File: config.mk
export PLATFORM = sky130hd
export DESIGN_NAME = cache_repl_policy
export DESIGN_NICKNAME = d
export VERILOG_FILES = /design/src/rtl/cache_repl_policy.sv
export SDC_FILE = /design/constraint.sdc
export NUM_CORES = 1
export LEC_CHECK = 0
export BUFFER_PORTS_ARGS = -buffer_cell sky130_fd_sc_hd__buf_2
export CAP_MARGIN = 5
export CORE_ASPECT_RATIO = 1.25
export CORE_MARGIN = 10
export CORE_UTILIZATION = 50
export CTS_BUF_LIST = sky130_fd_sc_hd__clkbuf_4
export CTS_CLUSTER_SIZE = 25
export DETAILED_ROUTE_END_ITERATION = 6
export GPL_TIMING_DRIVEN = 0
export PLACE_DENSITY = 0.67
export RECOVER_POWER = 25
export SETUP_SLACK_MARGIN = 0.5
export SLEW_MARGIN = 20
export SYNTH_ARGS = -nofsm -noshare
export SYNTH_HDL_FRONTEND = slang
export SYNTH_SLANG_ARGS = --single-unit
File: constraint.sdc
create_clock -name clk -period 6.15 [get_ports clk]
set_input_delay 0.615 -clock clk [delete_from_list [all_inputs] [get_ports clk]]
set_output_delay 0.615 -clock clk [all_outputs]
set_load 0.05 [all_outputs]
File: src/rtl/cache_repl_policy.sv
// Purpose : per-set victim selection (valid tracking + LRU / tree-PLRU / FIFO state).
// Latency : victim_way/victim_valid registered, 1 cycle after an accepted query.
// Backpr. : none; ready low during the init walk, and accesses are ignored while low.
//
// Ports:
//   clk, rst                      clock, asynchronous active-high reset
//   flush                         restart the init walk (clears valid + policy state)
//   ready                         idle; accesses are accepted only when high
//   touch/_fill/_set/_way         access (fill = miss fill, else hit); sets valid
//   inval/_set/_way               invalidate one way
//   query/_set                    victim request
//   victim_valid/victim_way       registered answer; way held until the next query
module cache_repl_policy #(
  parameter int WAYS   = 4,
  parameter int SETS   = 4,
  parameter int POLICY = 0,
  localparam int WAY_W = $clog2(WAYS),
  localparam int SET_W = $clog2(SETS)
) (
  input  logic             clk,
  input  logic             rst,
  input  logic             flush,
  output logic             ready,
  input  logic             touch,
  input  logic             touch_fill,
  input  logic [SET_W-1:0] touch_set,
  input  logic [WAY_W-1:0] touch_way,
  input  logic             inval,
  input  logic [SET_W-1:0] inval_set,
  input  logic [WAY_W-1:0] inval_way,
  input  logic             query,
  input  logic [SET_W-1:0] query_set,
  output logic             victim_valid,
  output logic [WAY_W-1:0] victim_way
);

  if (WAYS < 2 || (WAYS & (WAYS - 1)) != 0) begin : g_bad_ways
    $error("cache_repl_policy: WAYS must be a power of 2 and >= 2");
  end
  if (SETS < 2 || (SETS & (SETS - 1)) != 0) begin : g_bad_sets
    $error("cache_repl_policy: SETS must be a power of 2 and >= 2");
  end

  // ------------------------------------------------------------------
  // Init walk FSM: one set is returned to its reset state per cycle.
  // ------------------------------------------------------------------
  typedef enum logic {ST_INIT = 1'b0, ST_IDLE = 1'b1} state_t;

  state_t           state_q;
  logic [SET_W-1:0] cnt_q;

  always_ff @(posedge clk or posedge rst) begin
    if (rst) begin
      state_q <= ST_INIT;
      cnt_q   <= '0;
    end else if (flush) begin
      state_q <= ST_INIT;
      cnt_q   <= '0;
    end else if (state_q == ST_INIT) begin
      cnt_q <= cnt_q + SET_W'(1);
      if (cnt_q == SET_W'(SETS - 1)) begin
        state_q <= ST_IDLE;
      end
    end
  end

  assign ready = (state_q == ST_IDLE);

  logic init_wr;
  logic acc_ok;
  logic touch_en;
  logic inval_en;
  logic query_en;

  assign init_wr  = (state_q == ST_INIT);
  // A flush cycle already belongs to the new walk, so accesses in it are dropped.
  assign acc_ok   = ready & ~flush;
  // Same-set touch+inval: the invalidate wins and the touch is discarded entirely.
  assign touch_en = acc_ok & touch & ~(inval & (inval_set == touch_set));
  assign inval_en = acc_ok & inval;
  assign query_en = acc_ok & query;

  // ------------------------------------------------------------------
  // Valid bits
  // ------------------------------------------------------------------
  logic [WAYS-1:0] valid_q [SETS];

  always_ff @(posedge clk or posedge rst) begin
    if (rst) begin
      for (int s = 0; s < SETS; s++) begin
        valid_q[s] <= '0;
      end
    end else begin
      if (init_wr) begin
        valid_q[cnt_q] <= '0;
      end
      if (touch_en) begin
        valid_q[touch_set][touch_way] <= 1'b1;
      end
      if (inval_en) begin
        valid_q[inval_set][inval_way] <= 1'b0;
      end
    end
  end

  // Lowest-index invalid way of the queried set (pre-update state).
  logic [WAYS-1:0]  q_valid;
  logic             inv_found;
  logic [WAY_W-1:0] inv_way;

  assign q_valid = valid_q[query_set];

  always_comb begin
    inv_found = 1'b0;
    inv_way   = '0;
    for (int w = WAYS - 1; w >= 0; w--) begin
      if (!q_valid[w]) begin
        inv_found = 1'b1;
        inv_way   = WAY_W'(w);
      end
    end
  end

  // Policy victim of the queried set, provided by the selected policy block.
  logic [WAY_W-1:0] pol_victim;

  // ------------------------------------------------------------------
  // Replacement state
  // ------------------------------------------------------------------
  if (POLICY == 0) begin : g_lru
    // order_q[set][slot] = way; slot 0 is least recently used.
    logic [WAY_W-1:0] order_q [SETS][WAYS];
    logic [WAY_W-1:0] t_old [WAYS];
    logic [WAY_W-1:0] t_new [WAYS];
    logic [WAY_W-1:0] i_old [WAYS];
    logic [WAY_W-1:0] i_new [WAYS];
    logic [WAY_W-1:0] t_pos;
    logic [WAY_W-1:0] i_pos;
    logic             unused_fill;

    assign unused_fill = touch_fill;

    always_comb begin
      t_old = order_q[touch_set];
      i_old = order_q[inval_set];
      t_pos = '0;
      i_pos = '0;
      // Each way occupies exactly one slot, so at most one match per search.
      for (int w = 0; w < WAYS; w++) begin
        if (t_old[w] == touch_way) t_pos = WAY_W'(w);
        if (i_old[w] == inval_way) i_pos = WAY_W'(w);
      end
      // Touch: slots above the old position slide down, way goes to MRU.
      for (int s = 0; s < WAYS - 1; s++) begin
        t_new[s] = (WAY_W'(s) < t_pos) ? t_old[s] : t_old[s + 1];
      end
      t_new[WAYS-1] = touch_way;
      // Inval: slots below the old position slide up, way goes to LRU.
      i_new[0] = inval_way;
      for (int s = 1; s < WAYS; s++) begin
        i_new[s] = (WAY_W'(s) <= i_pos) ? i_old[s - 1] : i_old[s];
      end
    end

    always_ff @(posedge clk or posedge rst) begin
      if (rst) begin
        for (int s = 0; s < SETS; s++) begin
          for (int w = 0; w < WAYS; w++) begin
            order_q[s][w] <= WAY_W'(w);
          end
        end
      end else begin
        if (init_wr) begin
          for (int w = 0; w < WAYS; w++) begin
            order_q[cnt_q][w] <= WAY_W'(w);
          end
        end
        if (touch_en) begin
          order_q[touch_set] <= t_new;
        end
        if (inval_en) begin
          order_q[inval_set] <= i_new;
        end
      end
    end

    assign pol_victim = order_q[query_set][0];

  end else if (POLICY == 1) begin : g_plru
    // Heap-ordered node bits; node n has children 2n+1 (left) and 2n+2 (right).
    // A 1 means the right subtree is older.
    logic [WAYS-2:0]  plru_q [SETS];
    logic [WAYS-2:0]  t_bits;
    logic [WAYS-2:0]  q_bits;
    logic [WAY_W-1:0] t_idx;
    logic [WAY_W-1:0] q_idx;
    logic [WAY_W-1:0] pv;
    logic             t_b;
    logic             unused_fill;

    assign unused_fill = touch_fill;

    always_comb begin
      t_bits = plru_q[touch_set];
      t_idx  = '0;
      t_b    = 1'b0;
      // Point every node on the path away from the touched way.
      for (int l = 0; l < WAY_W; l++) begin
        t_b           = touch_way[WAY_W-1-l];
        t_bits[t_idx] = ~t_b;
        t_idx         = WAY_W'((t_idx << 1) + WAY_W'(1) + WAY_W'(t_b));
      end

      q_bits = plru_q[query_set];
      q_idx  = '0;
      pv     = '0;
      // Follow the bits from the root; each bit is one victim address bit, MSB first.
      for (int l = 0; l < WAY_W; l++) begin
        pv[WAY_W-1-l] = q_bits[q_idx];
        q_idx         = WAY_W'((q_idx << 1) + WAY_W'(1) + WAY_W'(pv[WAY_W-1-l]));
      end
    end

    always_ff @(posedge clk or posedge rst) begin
      if (rst) begin
        for (int s = 0; s < SETS; s++) begin
          plru_q[s] <= '0;
        end
      end else begin
        if (init_wr) begin
          plru_q[cnt_q] <= '0;
        end
        if (touch_en) begin
          plru_q[touch_set] <= t_bits;
        end
      end
    end

    assign pol_victim = pv;

  end else if (POLICY == 2) begin : g_fifo
    // Only miss fills advance the pointer; hits and invalidates leave it alone.
    logic [WAY_W-1:0] ptr_q [SETS];

    always_ff @(posedge clk or posedge rst) begin
      if (rst) begin
        for (int s = 0; s < SETS; s++) begin
          ptr_q[s] <= '0;
        end
      end else begin
        if (init_wr) begin
          ptr_q[cnt_q] <= '0;
        end
        if (touch_en && touch_fill) begin
          ptr_q[touch_set] <= ptr_q[touch_set] + WAY_W'(1);
        end
      end
    end

    assign pol_victim = ptr_q[query_set];

  end else begin : g_bad_policy
    $error("cache_repl_policy: POLICY must be 0 (LRU), 1 (PLRU) or 2 (FIFO)");
    assign pol_victim = '0;
  end

  // ------------------------------------------------------------------
  // Registered victim
  // ------------------------------------------------------------------
  always_ff @(posedge clk or posedge rst) begin
    if (rst) begin
      victim_valid <= 1'b0;
      victim_way   <= '0;
    end else begin
      victim_valid <= query_en;
      if (query_en) begin
        victim_way <= inv_found ? inv_way : pol_victim;
      end
    end
  end

endmodule

* Word-level counts from Yosys, hierarchy flattened
Index checks and enable logic that the tools add are counted.
** Word-level totals
- Input port bits :: 17
- Word-level logic and storage cells :: 150
- Output and inout bits :: 4
- Register bits after elaboration :: 54
** Cells by class
- Multiplexer cells :: 68
- Equal/unequal tests :: 9
- Order comparisons :: 17
- Reduce and logical (&&, ||, !) cells :: 5
- Add/subtract/negate cells :: 1
- Bitwise logic cells :: 26
** Operators with widths (number)
- $demux 8 s2 :: 6
- $mux 32 :: 3
- $mux 8 :: 9
- $and 16x16->16 :: 4
- $bwmux 32 :: 2
- $not 16->16 :: 4
- $bmux 8 s2 :: 3
- $mux 16 :: 3
- $or 16x16->16 :: 3
- $mux 2 :: 18
- $and 32x32->32 :: 1
- $not 32->32 :: 1
- $or 32x32->32 :: 1
- $demux 4 s2 :: 3
- $mux 4 :: 6
- $eq 2x2->1 :: 7
- $ge 3x3->1 const B :: 4
- $not 2->3 :: 4
- $mux 1 :: 11
- $lt 3x1->1 const B :: 3
- $bmux 4 s2 :: 1
- $and 1x1->1 :: 6
- $lt 2x3->1 const B :: 2
- $mux 6 :: 1
- other kinds (11) :: 20

* Logic depth before layout (Yosys ltp)
- Depth after elaboration :: 15
- Gate-level depth with buffers :: 9
- Gate-level depth less buffers :: 7

* Least setup slack after synthesis
No wires, ideal clock.
- Kind :: input-to-reg
- Start :: input port touch_set[0]
- End :: register g_lru.order_q[29] (netlist bit)
- Required time :: 6.013 ns
- Arrival time :: 2.370 ns
- Path buffers :: 1
- Library setup time :: 0.137 ns
- Cell stages on the path :: 7
- Path slack :: 3.643 ns
- Cell sequence :: buf_2 -> mux4_2 -> xnor2_1 -> a22oi_2 -> mux2_2 -> a21oi_1 -> a21oi_1
** On the way
- Cells in the longest elaborated chain, start to end :: 14
- Elaborated cells on any way between the ends :: 25
- Classes of those cells :: order compare (3); eq/ne (4); mux (13); bitwise (4); reduce/logical (1)
** RTL lines
- start, declared :: line 26 : input logic [SET_W-1:0] touch_set,
- $not 2->3 (implied by the code) :: line 144, 179
- $bmux 8 s2 :: line 144 : t_old = order_q[touch_set];
- $mux 8 (implied by the code) (2 in series) :: line 144
- $eq 2x2->1 :: line 150 : if (t_old[w] == touch_way) t_pos = WAY_W'(w);
- $mux 1 :: line 150
- $mux 2 (2 in series) :: line 150
- $lt 1x2->1 :: line 155 : t_new[s] = (WAY_W'(s) < t_pos) ? t_old[s] : t_old[s + 1];
- $mux 2 :: line 155
- $bwmux 32 :: line 179 : order_q[touch_set] <= t_new;
- $mux 32 (*) :: line 178 : if (touch_en) begin
- $bwmux 32 :: line 182 : order_q[inval_set] <= i_new;
- $mux 32 (*) :: line 181 : if (inval_en) begin
- end signal, assigned by index :: line 175 : order_q[cnt_q][w] <= WAY_W'(w);
- end signal, assigned by index :: line 179
- end signal, assigned by index :: line 182
- end, declared :: line 132 : logic [WAY_W-1:0] order_q [SETS][WAYS];
Mark *: on every way between the ends. The rest lies on a longest branch, timed or not. The select of a mux whose other input is x is not followed.
A chain may end at the register's enable or synchronous reset.

* Worst setup path in the final report
- Start :: register state_q, in the netlist ready
- End :: register g_lru.order_q[30] (netlist bit)
** On the way
- Cells in the longest elaborated chain, start to end :: 6
- Elaborated cells on any way between the ends :: 9
- Classes of those cells :: mux (5); bitwise (4)
** RTL lines
- start, declared :: line 49 : state_t state_q;
- start signal, assigned :: line 54 : state_q <= ST_INIT;
- start signal, assigned :: line 57 : state_q <= ST_INIT;
- start signal, assigned :: line 62 : state_q <= ST_IDLE;
- $and 1x1->1 :: line 77 : assign acc_ok = ready & ~flush;
- $and 1x1->1 (2 in series) :: line 79 : assign touch_en = acc_ok & touch & ~(inval & (inval_set == touch_set));
- $mux 32 :: line 178
- $bwmux 32 :: line 182
- $mux 32 (*) :: line 181
Mark *: on every way between the ends. The rest lies on a longest branch, timed or not.

==> flow_summary.toml <==
[status]
status = "finished with violations"
violations = "max-capacitance violations, max-slew violations"

[detailed_routing]
wl_per_cell_um = 23.36
drc = 0
wl_um = 11400
first_pass_iters = 5
postRouteAntennaNets = 0
initialDrtViolationCount = 410
dr_total_vias = 3293
vias_per_cell = 6.748

[yosys]
yosys_warnings = 0
syn_inst = 377
muxShareOfSynthArea_pct = 16.97
syn_nets = 398
synth_compound_area_share_pct = 21.37
yosysSeqAreaShare_pct = 37.42
syn_area_per_cell_um2 = 9.721
synth_top_family_by_area = "compound AO/OA/AOI/OAI gates"
synthXorXnorAreaFrac_pct = 3.824
synth-seq-cells = 54
syn_area_um2 = 3665
synthTopCellsByArea = "dfrtp_1, mux4_2, dfstp_2"
synth-edff-count = 0
synth_fa_ha_area_share_pct = 1.366
synth-main-ff-cell = "dfrtp_1"
synth.top_cell.area_share_pct = 25.95
synth_simple_gate_area_share_pct = 14.82
yosys.area.top_type = "dfrtp_1"
yosysUniqueCellTypes = 44
ys_async_sr_fraction_pct = 100.0

[timing]
finalWorstSetupSlack_ns = 3.223
post-route-period-util_pct = 47.59
clock_skew_ns = 0.01401
worst_pin_slew_ns = 2.441
fmax_mhz = 341.7
final_hold_viol_count = 0
fin_tns_setup_ns = 0
setup_violations = 0
holdWs_ns = 0.4029
rsz0062_at_grt = "false"
min_period_ns = 2.927
slew-limit-headroom_pct = -63.61
final_max_slew_viol_count = 55

[floorplanning]
core_area_um2 = 7062
die_h_um = 115.7
rows = 34
die_w_um = 96.58
die-area_um2 = 11180
ios = 21
start_util_pct = 51.90

[critical_path]
path_class = "reg -> reg"
crit_end = "g_lru.order_q[30]"
cp_data_required_time_ns = 6.48
critPathMaxFanout = 10
regToRegEndpoint = "g_lru.order_q[30]"
startpoint_type = "register"
critPathCaptureType = "register"
r2r_setup_slack_ns = 3.22
reg2regPathDepth = 6
arrival_ns = 3.26
cp-startpoint = "ready"
r2r_start = "ready"

[clocking]
cts_resized = 0
clock_latency_ns = 0.40
h-tree-depth = 2
cts_buffer_depth = 2
cts_root_buf = "clkbuf_4"
cts_buffers = 5
postCtsHoldBufs = 0
cts_tree = "built"
post-cts-setup-buffers = 0
cts_sinks = 54
clkSlewWorstSetupHoldPaths_ns = 0.18

[place]
dpl.hpwl_um = 8238
io_buffers = 13
dp_slack_ns = 2.725
gp_congestion = 1.010

[global_routing]
grt_pass1_vias = 3312
grt_pass1_wl_um = 18050
grt_max_degree = 55
grt-ovfl-total = 0
grt_antenna_before_repair = 0
grt_use_total_pct = 21.13

[worst_hold_path]
hold_path.class = "in -> reg"
hold-path-cell-count = 2

[layout]
diodes = 0
final_nets = 418
final_common_cell = "dfrtp_1"
final_cell_mix = "dfrtp_1, nand2_1, nor2_1"
drive_gt1_share_pct = 19.60
areaGrowthSynthToFinish_pct = 7.443
fillers = 659

[job]
maxCapViolCount = 1

[power_and_ir_drop]
power.total_w = 0.001011
powerDensity_nw_per_um2 = 256.8
leakagePower_nw = 1.571
peakVddDrop_v = 0.0001526
==> per-layer routing <==
layer	GRT usage, %	vias up	share of wire, %
met1	27.94	1623	40
met3	3.301	30	7.8
met5	0	-	0
met4	7.087	0	2.7
li1	-	1454	-
met2	34.24	186	49
==> cell usage after synthesis, drive strengths merged (3+ instances only) <==
cell / number
mux2i: 7
nor2: 27
and3: 3
o21ai: 32
inv: 9
a22oi: 18
ha: 4
nor2b: 8
o31ai: 7
buf: 12
o21a: 3
a31oi: 11
mux4: 22
nand2: 35
mux2: 5
o211ai: 6
a32oi: 4
nor3: 9
xnor2: 11
dfstp: 16
dfrtp: 38
clkbuf: 16
nand4: 4
nand2b: 9
a21oi: 24
or3: 5
a211o: 4
nand3: 13
o22ai: 4
==> sequential cells by signal (all words and copies together) (netlist names) <==
signal / flops
victim_way: 2
victim_valid: 1
g_lru.order_q: 32
valid_q: 16
cnt_q: 2
ready: 1
==> logic make-up after synthesis <==
logic type | after synthesis
XOR/XNOR | 13
AND/OR/NAND/NOR | 115
buffers and inverters | 37
flip-flops | 54
multiplexers | 34
adder cells (fa/ha/maj) | 4
AO/OA/AOI/OAI | 120
==> where the power goes <==
part           internal (W)  switching [W]
clock             0.0000887       0.000134
combinational      0.000141       0.000208
sequential         0.000408      0.0000323
total              0.000637       0.000374
==> layout make-up <==
| class | count | area (um2) | share of cell area, % |
|---|---|---|---|
| buffer | 28 | 121.4 | 3.082 |
| clock buffer | 5 | 37.54 | 0.9533 |
| clock inverter | 3 | 47.55 | 1.207 |
| inverter | 9 | 35.03 | 0.8897 |
| multi-input combinational | 286 | 2147 | 54.53 |
| sequential | 54 | 1371 | 34.83 |
| tap | 90 | 112.6 | 2.860 |
| timing repair buffer | 13 | 65.06 | 1.652 |
==> worst max-delay path: stages, from the launching register on <==
cell	delay [ns]
dfrtp_1	0.44
nor2b_1	0.53
nand2_1	0.22
nor4_4	0.70
clkbuf_1	0.59
o21ai_0	0.23
o211ai_1	0.15
==> through the flow <==
stage	cell area, um2	utilization, %	instances
floorplan	3665	-	377
CTS	3930	55.65	488
finish	3938	55.76	488
global route	3938	55.76	488
detailed placement	3845	54.45	480
global placement	3842	54.41	480
==> worst min path at each step <==
stage,from,endpoint,slack (ns)
2_1_floorplan,valid_q[7],valid_q[7],0.53
3_3_place_gp,victim_way[1],victim_way[1],0.46
3_5_place_dp,victim_way[1],victim_way[1],0.47
4_1_cts,rst,cnt_q[0],0.33
5_1_grt,flush,ready,0.39
6_report,flush,ready,0.40
(Power assumes the default switching activity.)
